===== config.mk =====
export PLATFORM = sky130hd
export DESIGN_NAME = multicycle_controller
export DESIGN_NICKNAME = d
export VERILOG_FILES = /design/src/rtl/multicycle_controller.sv
export SDC_FILE = /design/constraint.sdc
export NUM_CORES = 1
export LEC_CHECK = 0
export CAP_MARGIN = 5
export CORE_MARGIN = 4
export CORE_UTILIZATION = 38
export DETAILED_ROUTE_END_ITERATION = 8
export HOLD_SLACK_MARGIN = 0.05
export MAX_ROUTING_LAYER = met4
export PLACE_DENSITY = 0.88
export SLEW_MARGIN = 5
export SYNTH_ARGS = -nofsm -noshare
export SYNTH_HDL_FRONTEND = slang
export SYNTH_SLANG_ARGS = --single-unit
export TNS_END_PERCENT = 100

===== constraint.sdc =====
create_clock -name clk -period 1.7 [get_ports clk]
set_input_delay 0.34 -clock clk [delete_from_list [all_inputs] [get_ports clk]]
set_output_delay 0.34 -clock clk [all_outputs]
set_load 0.01 [all_outputs]

===== src/rtl/multicycle_controller.sv =====
// Moore-style control FSM that sequences a shared multicycle MIPS datapath.
// Each state drives every datapath mux select and write enable for one cycle.
module multicycle_controller (
    input  logic       clk,
    input  logic       reset,
    input  logic [5:0] op,
    input  logic [5:0] funct,
    input  logic       zero,
    output logic       iord,
    output logic       memwrite,
    output logic       irwrite,
    output logic       pcen,
    output logic [1:0] regdst,
    output logic [1:0] memtoreg,
    output logic       regwrite,
    output logic       alusrca,
    output logic [1:0] alusrcb,
    output logic [1:0] pcsrc,
    output logic [2:0] alucontrol,
    output logic       immext,
    output logic       illegal,
    output logic [3:0] state
);

    typedef enum logic [3:0] {
        S_FETCH   = 4'd0,
        S_DECODE  = 4'd1,
        S_MEMADR  = 4'd2,
        S_MEMRD   = 4'd3,
        S_MEMWB   = 4'd4,
        S_MEMWR   = 4'd5,
        S_EXECUTE = 4'd6,
        S_ALUWB   = 4'd7,
        S_BRANCH  = 4'd8,
        S_IEXEC   = 4'd9,
        S_IWB     = 4'd10,
        S_JUMP    = 4'd11,
        S_JAL     = 4'd12
    } state_t;

    localparam logic [5:0] OP_RTYPE = 6'b000000;
    localparam logic [5:0] OP_LW    = 6'b100011;
    localparam logic [5:0] OP_SW    = 6'b101011;
    localparam logic [5:0] OP_BEQ   = 6'b000100;
    localparam logic [5:0] OP_BNE   = 6'b000101;
    localparam logic [5:0] OP_ADDI  = 6'b001000;
    localparam logic [5:0] OP_ANDI  = 6'b001100;
    localparam logic [5:0] OP_ORI   = 6'b001101;
    localparam logic [5:0] OP_SLTI  = 6'b001010;
    localparam logic [5:0] OP_J     = 6'b000010;
    localparam logic [5:0] OP_JAL   = 6'b000011;

    localparam logic [2:0] ALU_ADD = 3'b010;
    localparam logic [2:0] ALU_SUB = 3'b110;
    localparam logic [2:0] ALU_AND = 3'b000;
    localparam logic [2:0] ALU_OR  = 3'b001;
    localparam logic [2:0] ALU_SLT = 3'b111;

    state_t r_state;
    state_t w_next;

    always_ff @(posedge clk) begin
        if (reset) begin
            r_state <= S_FETCH;
        end else begin
            r_state <= w_next;
        end
    end

    assign state = r_state;

    always_comb begin
        w_next     = S_FETCH;
        iord       = 1'b0;
        memwrite   = 1'b0;
        irwrite    = 1'b0;
        pcen       = 1'b0;
        regdst     = 2'b00;
        memtoreg   = 2'b00;
        regwrite   = 1'b0;
        alusrca    = 1'b0;
        alusrcb    = 2'b00;
        pcsrc      = 2'b00;
        alucontrol = ALU_ADD;
        immext     = 1'b0;
        illegal    = 1'b0;

        case (r_state)
            S_FETCH: begin
                irwrite = 1'b1;
                pcen    = 1'b1;
                alusrcb = 2'b01;
                w_next  = S_DECODE;
            end
            S_DECODE: begin
                // Speculatively compute the branch target into ALUOut
                alusrcb = 2'b11;
                case (op)
                    OP_LW, OP_SW:                      w_next = S_MEMADR;
                    OP_RTYPE:                          w_next = S_EXECUTE;
                    OP_BEQ, OP_BNE:                    w_next = S_BRANCH;
                    OP_ADDI, OP_ANDI, OP_ORI, OP_SLTI: w_next = S_IEXEC;
                    OP_J:                              w_next = S_JUMP;
                    OP_JAL:                            w_next = S_JAL;
                    default: begin
                        illegal = 1'b1;
                        w_next  = S_FETCH;
                    end
                endcase
            end
            S_MEMADR: begin
                alusrca = 1'b1;
                alusrcb = 2'b10;
                w_next  = (op == OP_SW) ? S_MEMWR : S_MEMRD;
            end
            S_MEMRD: begin
                iord   = 1'b1;
                w_next = S_MEMWB;
            end
            S_MEMWB: begin
                memtoreg = 2'b01;
                regwrite = 1'b1;
            end
            S_MEMWR: begin
                iord     = 1'b1;
                memwrite = 1'b1;
            end
            S_EXECUTE: begin
                alusrca = 1'b1;
                case (funct)
                    6'b100000: alucontrol = ALU_ADD;
                    6'b100010: alucontrol = ALU_SUB;
                    6'b100100: alucontrol = ALU_AND;
                    6'b100101: alucontrol = ALU_OR;
                    6'b101010: alucontrol = ALU_SLT;
                    default:   alucontrol = ALU_ADD;
                endcase
                w_next = S_ALUWB;
            end
            S_ALUWB: begin
                regdst   = 2'b01;
                regwrite = 1'b1;
            end
            S_BRANCH: begin
                alusrca    = 1'b1;
                alucontrol = ALU_SUB;
                pcsrc      = 2'b01;
                if (op == OP_BEQ) begin
                    pcen = zero;
                end else if (op == OP_BNE) begin
                    pcen = ~zero;
                end
            end
            S_IEXEC: begin
                alusrca = 1'b1;
                alusrcb = 2'b10;
                case (op)
                    OP_ANDI: begin alucontrol = ALU_AND; immext = 1'b1; end
                    OP_ORI:  begin alucontrol = ALU_OR;  immext = 1'b1; end
                    OP_SLTI: alucontrol = ALU_SLT;
                    default: alucontrol = ALU_ADD;
                endcase
                w_next = S_IWB;
            end
            S_IWB: begin
                regwrite = 1'b1;
            end
            S_JUMP: begin
                pcsrc = 2'b10;
                pcen  = 1'b1;
            end
            S_JAL: begin
                // PC already holds PC+4, so the link value and the jump share one edge
                regdst   = 2'b10;
                memtoreg = 2'b10;
                regwrite = 1'b1;
                pcsrc    = 2'b10;
                pcen     = 1'b1;
            end
            default: w_next = S_FETCH;
        endcase

        if (reset) begin
            irwrite  = 1'b0;
            pcen     = 1'b0;
            memwrite = 1'b0;
            regwrite = 1'b0;
            illegal  = 1'b0;
        end
    end

endmodule


==> results of run 1 <==
## synthesized netlist by cell type (2+ instances only)
| cell type | n | area, sq um |
|---|---|---|
| a21oi_1 | 4 | 20.0 |
| a2bb2oi_1 | 2 | 17.5 |
| a31oi_1 | 2 | 12.5 |
| and3_1 | 2 | 12.5 |
| buf_2 | 7 | 35.0 |
| dfxtp_1 | 4 | 80.1 |
| inv_1 | 4 | 15.0 |
| nand2_1 | 9 | 33.8 |
| nand2b_1 | 8 | 50.1 |
| nand2b_4 | 3 | 41.3 |
| nand3_1 | 2 | 10.0 |
| nor2_1 | 12 | 45.0 |
| nor2b_1 | 4 | 25.0 |
| nor3_1 | 9 | 45.0 |
| nor3b_1 | 3 | 22.5 |
| o21ai_0 | 4 | 20.0 |
| o221ai_1 | 2 | 17.5 |
| xor2_1 | 2 | 17.5 |
## logic make-up after synthesis
logic type	synth area share (%)
simple gates	53.3
xor+xnor	3.74
flops	11.4
compound gates	21.4
mux	1.43
buf+inv	8.73
## worst register-to-register path, stage by stage, from the launching register on
cell and delay (ps):
dfxtp_4 370, buf_12 140, buf_4 130, buf_4 130, nor3_1 320, nand2_1 90
o221ai_1 170
## repair_timing
action                                  4_1_cts  5_1_grt
pin swaps                                    11        3
endpoints found under the setup margin       22       16
buffers inserted                              2        3
resized for setup                            98       30
## area by class of cell
| class | count | area (sq um) |
|---|---|---|
| flip-flops and latches | 4 | 92.6 |
| clock buffers | 3 | 22.5 |
| inverters | 4 | 15.0 |
| repair buffers | 73 | 591 |
| multi-input cells | 87 | 716 |
| well taps | 25 | 31.3 |
| fillers | 107 | 275 |
| diodes | 1 | 2.50 |
## per-stage QoR
| stage | util, % | area (sq um) | hold slack, ps | setup TNS, ps |
|---|---|---|---|---|
| 2_1_floorplan | - | 702 | 565 | 0 |
| 3_3_place_gp | 73.9 | 1290 | 703 | -5780 |
| 3_5_place_dp | 73.9 | 1290 | 707 | -6480 |
| 4_1_cts | 80.1 | 1400 | 651 | -147 |
| 5_1_grt | 84.1 | 1470 | 665 | -989 |
| 6_report | 84.2 | 1470 | 651 | -479 |
## worst paths after layout
kind | end | slack (ps) | cells past startpoint
min | state[1]$_SDFF_PP0_ | 650 | 2
min reg2reg | state[2]$_SDFF_PP0_ | 710 | 4
max reg2reg | state[1]$_SDFF_PP0_ | 260 | 6
max | alucontrol[2] | -190 | 5
## routing by layer
layer  vias to the layer above  part of all wire [%]
li1                        514                     -
met1                       524                    35
met2                        70                    56
met3                        18                   6.2
met4                         0                   2.9
met5                         -                     0
## report_power, final
part | internal (mW) | switching (mW)
clock network | 0.0794 | 0.0440
logic | 0.124 | 0.117
registers | 0.0952 | 0.00627
## placed cells by master, fill, tap and decap left out, types with 5 or more instances in the layout
master	count
nor3_1	5
nand2_1	9
clkbuf_2	6
buf_6	8
nor2_1	9
buf_2	9
clkdlybuf4s50_1	5
nand2b_4	8
buf_4	29
dlygate4sd2_1	13
==> run_results.csv, run 1 <==
group,metric,value,unit
critical_path,critical_path_buf_inv_count,1,
timing,fin_crit_sh,111,%
critical_path,criticalPathCategory,"register to primary output",
yosys,synthArstFlopShare,0,%
run,drv_cap,0,
timing,slew_headroom,76.2,%
timing,hold_viol,0,
cells_and_area,finalNonFillerCells,197,
critical_path,crit_fanout,3,
placement,pre_cts_slack,-690,ps
routing,routedWlPerCell,17.5,um
timing,rsz0062_at_grt,"true",
timing,clock_skew,13.6,ps
critical_path,cp_top_family,"simple AND/OR/NAND/NOR gates",
cells_and_area,largest_reg_flops,4,
die,io_pins,38,
grt,use_met3,3.79,%
cts,cts_sinks,4,
critical_path,crit_path_start,"state[3]$_SDFF_PP0_",
cells_and_area,drive_above_1_share,51.5,%
timing,worst_pin_slew,352,ps
critical_path,rr_startpoint,"state[2]$_SDFF_PP0_",
routing,vias,1126,
timing,clock.fmax,529,MHz
power_and_ir_drop,leakagePower,0.665,nW
yosys,synth_seq_cells,4,
grt,grt_max_degree,13,
power_and_ir_drop,total_power,466,uW
yosys,avgSynthCellArea,6.75,sq um
die,fp.coreArea,1750,sq um
placement,numPortBuffers,37,
grt,grt-busiest-layer,"met2",
cells_and_area,nets,188,
critical_path,crit_path_end_kind,"primary output",
timing,period_needed,1890,ps
run_status,violations,"setup timing",
grt,track_usage,26.4,%
cts,path_clk_slew,50,ps
critical_path,required,1360,ps
timing,setup_viol,4,
routing,ant_nets,0,
grt,grt_pass1_vias,1065,
grt,grt_antenna_before_repair,0,
cts,numCtsBuffers,3,
power_and_ir_drop,power_density,317,nW/um^2
yosys,synth-edff-count,0,
grt,grt_pass1_wl,5.12,mm
hold_path,min_from,"reset",
timing,layout_setup_ws,-189,ps
yosys,synth_nets,119,
grt,gr-usage-met1,26.1,%
critical_path,start_kind,"register",
cells_and_area,area_growth,109,%
hold_path,worstHoldPathType,"primary input to register",
placement,hpwl,2.10,mm
routing,wirelength,3.45,mm
placement,routabilityCongestion,1.00,
power_and_ir_drop,peakVddDrop,0.000268,V
routing,dr.pass1.iters,4,
cts,h-tree-depth,1,
critical_path,arrival,1550,ps
routing,drc,0,
placement,dp.cells,188,
critical_path,cpMaxStageDelayCell,"nor4b_4",
cts,clock_path_buffers,2,
die,die_x,51.0,um
cts,cts_tree,"built",
grt,gr-total-overflow,0,
cts,worstSkewPairLatency,240,ps
routing,via_per_inst,5.72,
yosys,ys_warn_count,0,
critical_path,critPathMaxStageDelay,370,ps
cts,holdBufCountCts,0,
yosys,synthFlopType,"dfxtp_1",
yosys,syn_area,702,sq um
yosys,syn_inst,104,
run_status,status,"finished with violations",
yosys,synth_cell_type_count,39,
die,fp.dieArea,2600,sq um
die,rows,15,
timing,drv_slew,0,
routing,drtIter0Drc,51,
yosys,yosysSeqAreaShare,11.4,%
die,initial_core_util,40.2,%
critical_path,crit_chain,"nand2b_4, nor4b_4, nand2_1, o311ai_2, buf_2",
cts,cts-root-buf,"clkbuf_4",
grt,grtUsageMet2,52.1,%
die,die_h,51.0,um
Note: power is estimated with default switching activity, not from simulation.
==> run 2: changes to the inputs <==
==> constraint.sdc (replaced) <==
create_clock -name clk -period 1.7 [get_ports clk]
set_input_delay 0.425 -clock clk [delete_from_list [all_inputs] [get_ports clk]]
set_output_delay 0.425 -clock clk [all_outputs]
set_load 0.01 [all_outputs]
==> run_results.csv, run 2 <==
group,metric,value,unit
yosys,synthFlopType,"dfxtp_1",
yosys,ys_warn_count,0,
grt,grt_antenna_before_repair,0,
cts,numCtsBuffers,3,
placement,hpwl,2.14,mm
placement,pre_cts_slack,-843,ps
yosys,syn_area,702,sq um
cts,cts_sinks,4,
yosys,synth_common_cells,"12 x nor2_1, 9 x nand2_1, 9 x nor3_1",
die,initial_core_util,40.2,%
yosys,synth_top_area_cell,"dfxtp_1",
run_status,toolErrorMsg,"[ERROR DPL-0033] detailed placement checks failed during check placement.",
cts,clock_path_buffers,2,
grt,grt_max_degree,10,
yosys,synthArstFlopShare,0,%
yosys,yosysSeqAreaShare,11.4,%
yosys,synth-edff-count,0,
yosys,synth_seq_cells,4,
yosys,netlist.area_leader.share,11.4,%
yosys,synth_cell_type_count,39,
yosys,synthTopCellsByArea,"dfxtp_1 11%, nand2b_1 7.1%, nor3_1 6.4%",
placement,numPortBuffers,37,
die,rows,15,
yosys,avgSynthCellArea,6.75,sq um
die,die_x,51.0,um
run_status,haltStage,"global routing",
yosys,syn_inst,104,
cts,h-tree-depth,1,
die,io_pins,38,
run_status,status,"aborted with a tool error",
placement,routabilityCongestion,0.997,
timing,worstEpCategory,"output port",
timing,crit_endpoint,"alucontrol[0]",
cts,holdBufCountCts,0,
yosys,synth_most_common_cell,"nor2_1",
yosys,synth_nets,119,
die,die_h,51.0,um
cts,cts-root-buf,"clkbuf_4",
[run 2: cell families after synthesis]
group | count (synthesis) | synth area share (%)
buffers and inverters | 13 | 8.73
flip-flops | 4 | 11.4
multiplexers | 1 | 1.43
XOR/XNOR | 3 | 3.74
AND/OR/NAND/NOR | 62 | 53.3
AO/OA/AOI/OAI | 21 | 21.4
[run 2: timing repair]
item                       in CTS
setup endpoints to repair      25
gates resized for setup       151
pin swaps                      13
hold endpoints to repair        0
gates cloned                    2
buffers inserted                7
[run 2: through the flow]
step | instance area, sq um | std cells | setup TNS, ps | utilization [%]
2_1_floorplan | 702 | 104 | 0 | -
3_3_place_gp | 1300 | 189 | -8330 | 74.3
3_5_place_dp | 1300 | 189 | -9240 | 74.3
4_1_cts | 1510 | 201 | -862 | 86.4
==> run 3: changes to the inputs <==
--- a/config.mk
+++ b/config.mk
@@ -6,12 +6,10 @@
 export NUM_CORES = 1
 export LEC_CHECK = 0
 export CAP_MARGIN = 5
-export CORE_MARGIN = 4
-export CORE_UTILIZATION = 38
+export CORE_AREA = 4 4 65 67
 export DETAILED_ROUTE_END_ITERATION = 8
-export HOLD_SLACK_MARGIN = 0.05
-export MAX_ROUTING_LAYER = met4
-export PLACE_DENSITY = 0.88
+export DIE_AREA = 0 0 69 71
+export PLACE_DENSITY_LB_ADDON = 0.15
 export SLEW_MARGIN = 5
 export SYNTH_ARGS = -nofsm -noshare
 export SYNTH_HDL_FRONTEND = slang
==> run_results.csv, run 3 (same netlist as run 1, synthesis figures left out) <==
group,metric,value,unit
placement,placed_area,1380,sq um
die,io_pins,38,
timing,hold_viol,0,
cells_and_area,area_growth,136,%
die,fp.coreArea,3630,sq um
placement,hpwl,2.30,mm
hold_path,worstHoldPathType,"register to register",
critical_path,crit_path_end_kind,"primary output",
timing,rsz0062_at_grt,"true",
grt,grt_antenna_before_repair,0,
routing,dr.pass1.iters,2,
routing,drc,0,
cells_and_area,antenna-diode-count,0,
routing,via_per_inst,4.45,
cells_and_area,layout_commonest_cell,"buf_4",
placement,routabilityCongestion,0.810,
power_and_ir_drop,total_power,564,uW
timing,clock_skew,4.97,ps
cells_and_area,nets,202,
cells_and_area,mostFrequentLayoutCells,"33 x buf_4, 21 x buf_6, 16 x buf_2",
routing,drtIter0Drc,22,
timing,slew_headroom,72.1,%
grt,gr-total-overflow,0,
routing,ant_nets,0,
grt,grt_pass1_wl,4.95,mm
critical_path,arrival,1410,ps
power_and_ir_drop,leakagePower,0.782,nW
critical_path,criticalPathCategory,"register to primary output",
power_and_ir_drop,peakVddDrop,0.000182,V
run_status,violations,"setup timing",
cells_and_area,drive_above_1_share,60.5,%
cts,clock_path_buffers,2,
power_and_ir_drop,power_density,340,nW/um^2
cts,h-tree-depth,1,
cts,holdBufCountCts,0,
critical_path,required,1270,ps
routing,wirelength,2.98,mm
cts,worstSkewPairLatency,220,ps
critical_path,crit_fanout,4,
cts,cts_sinks,4,
placement,numPortBuffers,37,
die,initial_core_util,19.3,%
timing,period_needed,1830,ps
timing,clock.fmax,546,MHz
timing,fin_crit_sh,108,%
cells_and_area,finish.instance_area,1660,sq um
timing,worst_pin_slew,412,ps
timing,layout_setup_ws,-133,ps
cells_and_area,nFillCells,404,
routing,routedWlPerCell,12.8,um
critical_path,start_kind,"register",
die,rows,22,
run,drv_cap,0,
die,die_x,69,um
grt,track_usage,12.2,%
timing,setup_viol,8,
cts,numCtsBuffers,3,
grt,grt_max_degree,10,
timing,drv_slew,0,
routing,vias,1037,
grt,grt_pass1_vias,1093,
cts,cts_tree,"built",
run_status,status,"finished with violations",
cells_and_area,post-route-util,45.6,%
cts,cts-root-buf,"clkbuf_8",
cts,path_clk_slew,30,ps
die,fp.dieArea,4900,sq um
die,die_h,71,um
cells_and_area,largest_reg_flops,4,
## run 3: layout make-up
| class | count | area, sq um | area share (%) |
|---|---|---|---|
| multi-input combinational | 87 | 731 | 44.1 |
| timing repair buffer | 87 | 716 | 43.2 |
| sequential | 4 | 95.1 | 5.74 |
| tap | 48 | 60.1 | 3.62 |
| clock buffer | 3 | 41.3 | 2.49 |
| inverter | 4 | 15.0 | 0.906 |
## run 3: routing by layer
metal  routed length (um)  global-route usage, %  up-vias
li1                     -                      -      536
met1                 1270                   13.5      470
met2                 1570                   23.1       25
met3                  103                   2.41        6
met4                   36                   3.90        0
met5                    0                      0        -
## run 3: critical path: stages, from the launching register on
cell and delay, ps:
dfxtp_4 360, buf_6 100, nand2b_4 60, nor2_4 120, nand3_2 120, o311ai_2 250, buf_2 170
## run 3: worst paths after layout
path	start	slack [ps]	depth (start not counted)	end
worst max-delay path	state[0]$_SDFF_PP0_	-130	6	alucontrol[2]
worst min-delay path	state[0]$_SDFF_PP0_	700	4	state[2]$_SDFF_PP0_
worst max register to register	state[3]$_SDFF_PP0_	410	4	state[1]$_SDFF_PP0_
worst min register to register	state[0]$_SDFF_PP0_	700	4	state[2]$_SDFF_PP0_
## run 3: stage by stage
| step | hold WS [ps] | cells | setup WS, ps | TNS (ps) |
|---|---|---|---|---|
| after floorplan | 650 | 104 | 17.2 | 0 |
| after global placement | 739 | 219 | -812 | -9020 |
| after detailed placement | 739 | 219 | -823 | -9130 |
| after CTS | 698 | 225 | -163 | -873 |
| after global routing | 757 | 233 | -238 | -1300 |
| final | 701 | 233 | -133 | -655 |
## run 3: timing repair
item	4_1_cts	5_1_grt
pin swaps	16	12
resized for setup	133	33
endpoints found under the setup margin	25	21
hold endpoints to repair	0	0
setup buffers	3	11
## run 3: power by group
group          switching (mW)  leakage (nW)  total, mW  internal, mW
Clock                  0.0501        0.0216      0.201         0.151
Combinational           0.116         0.725      0.263         0.147
Sequential            0.00565        0.0355      0.100        0.0943
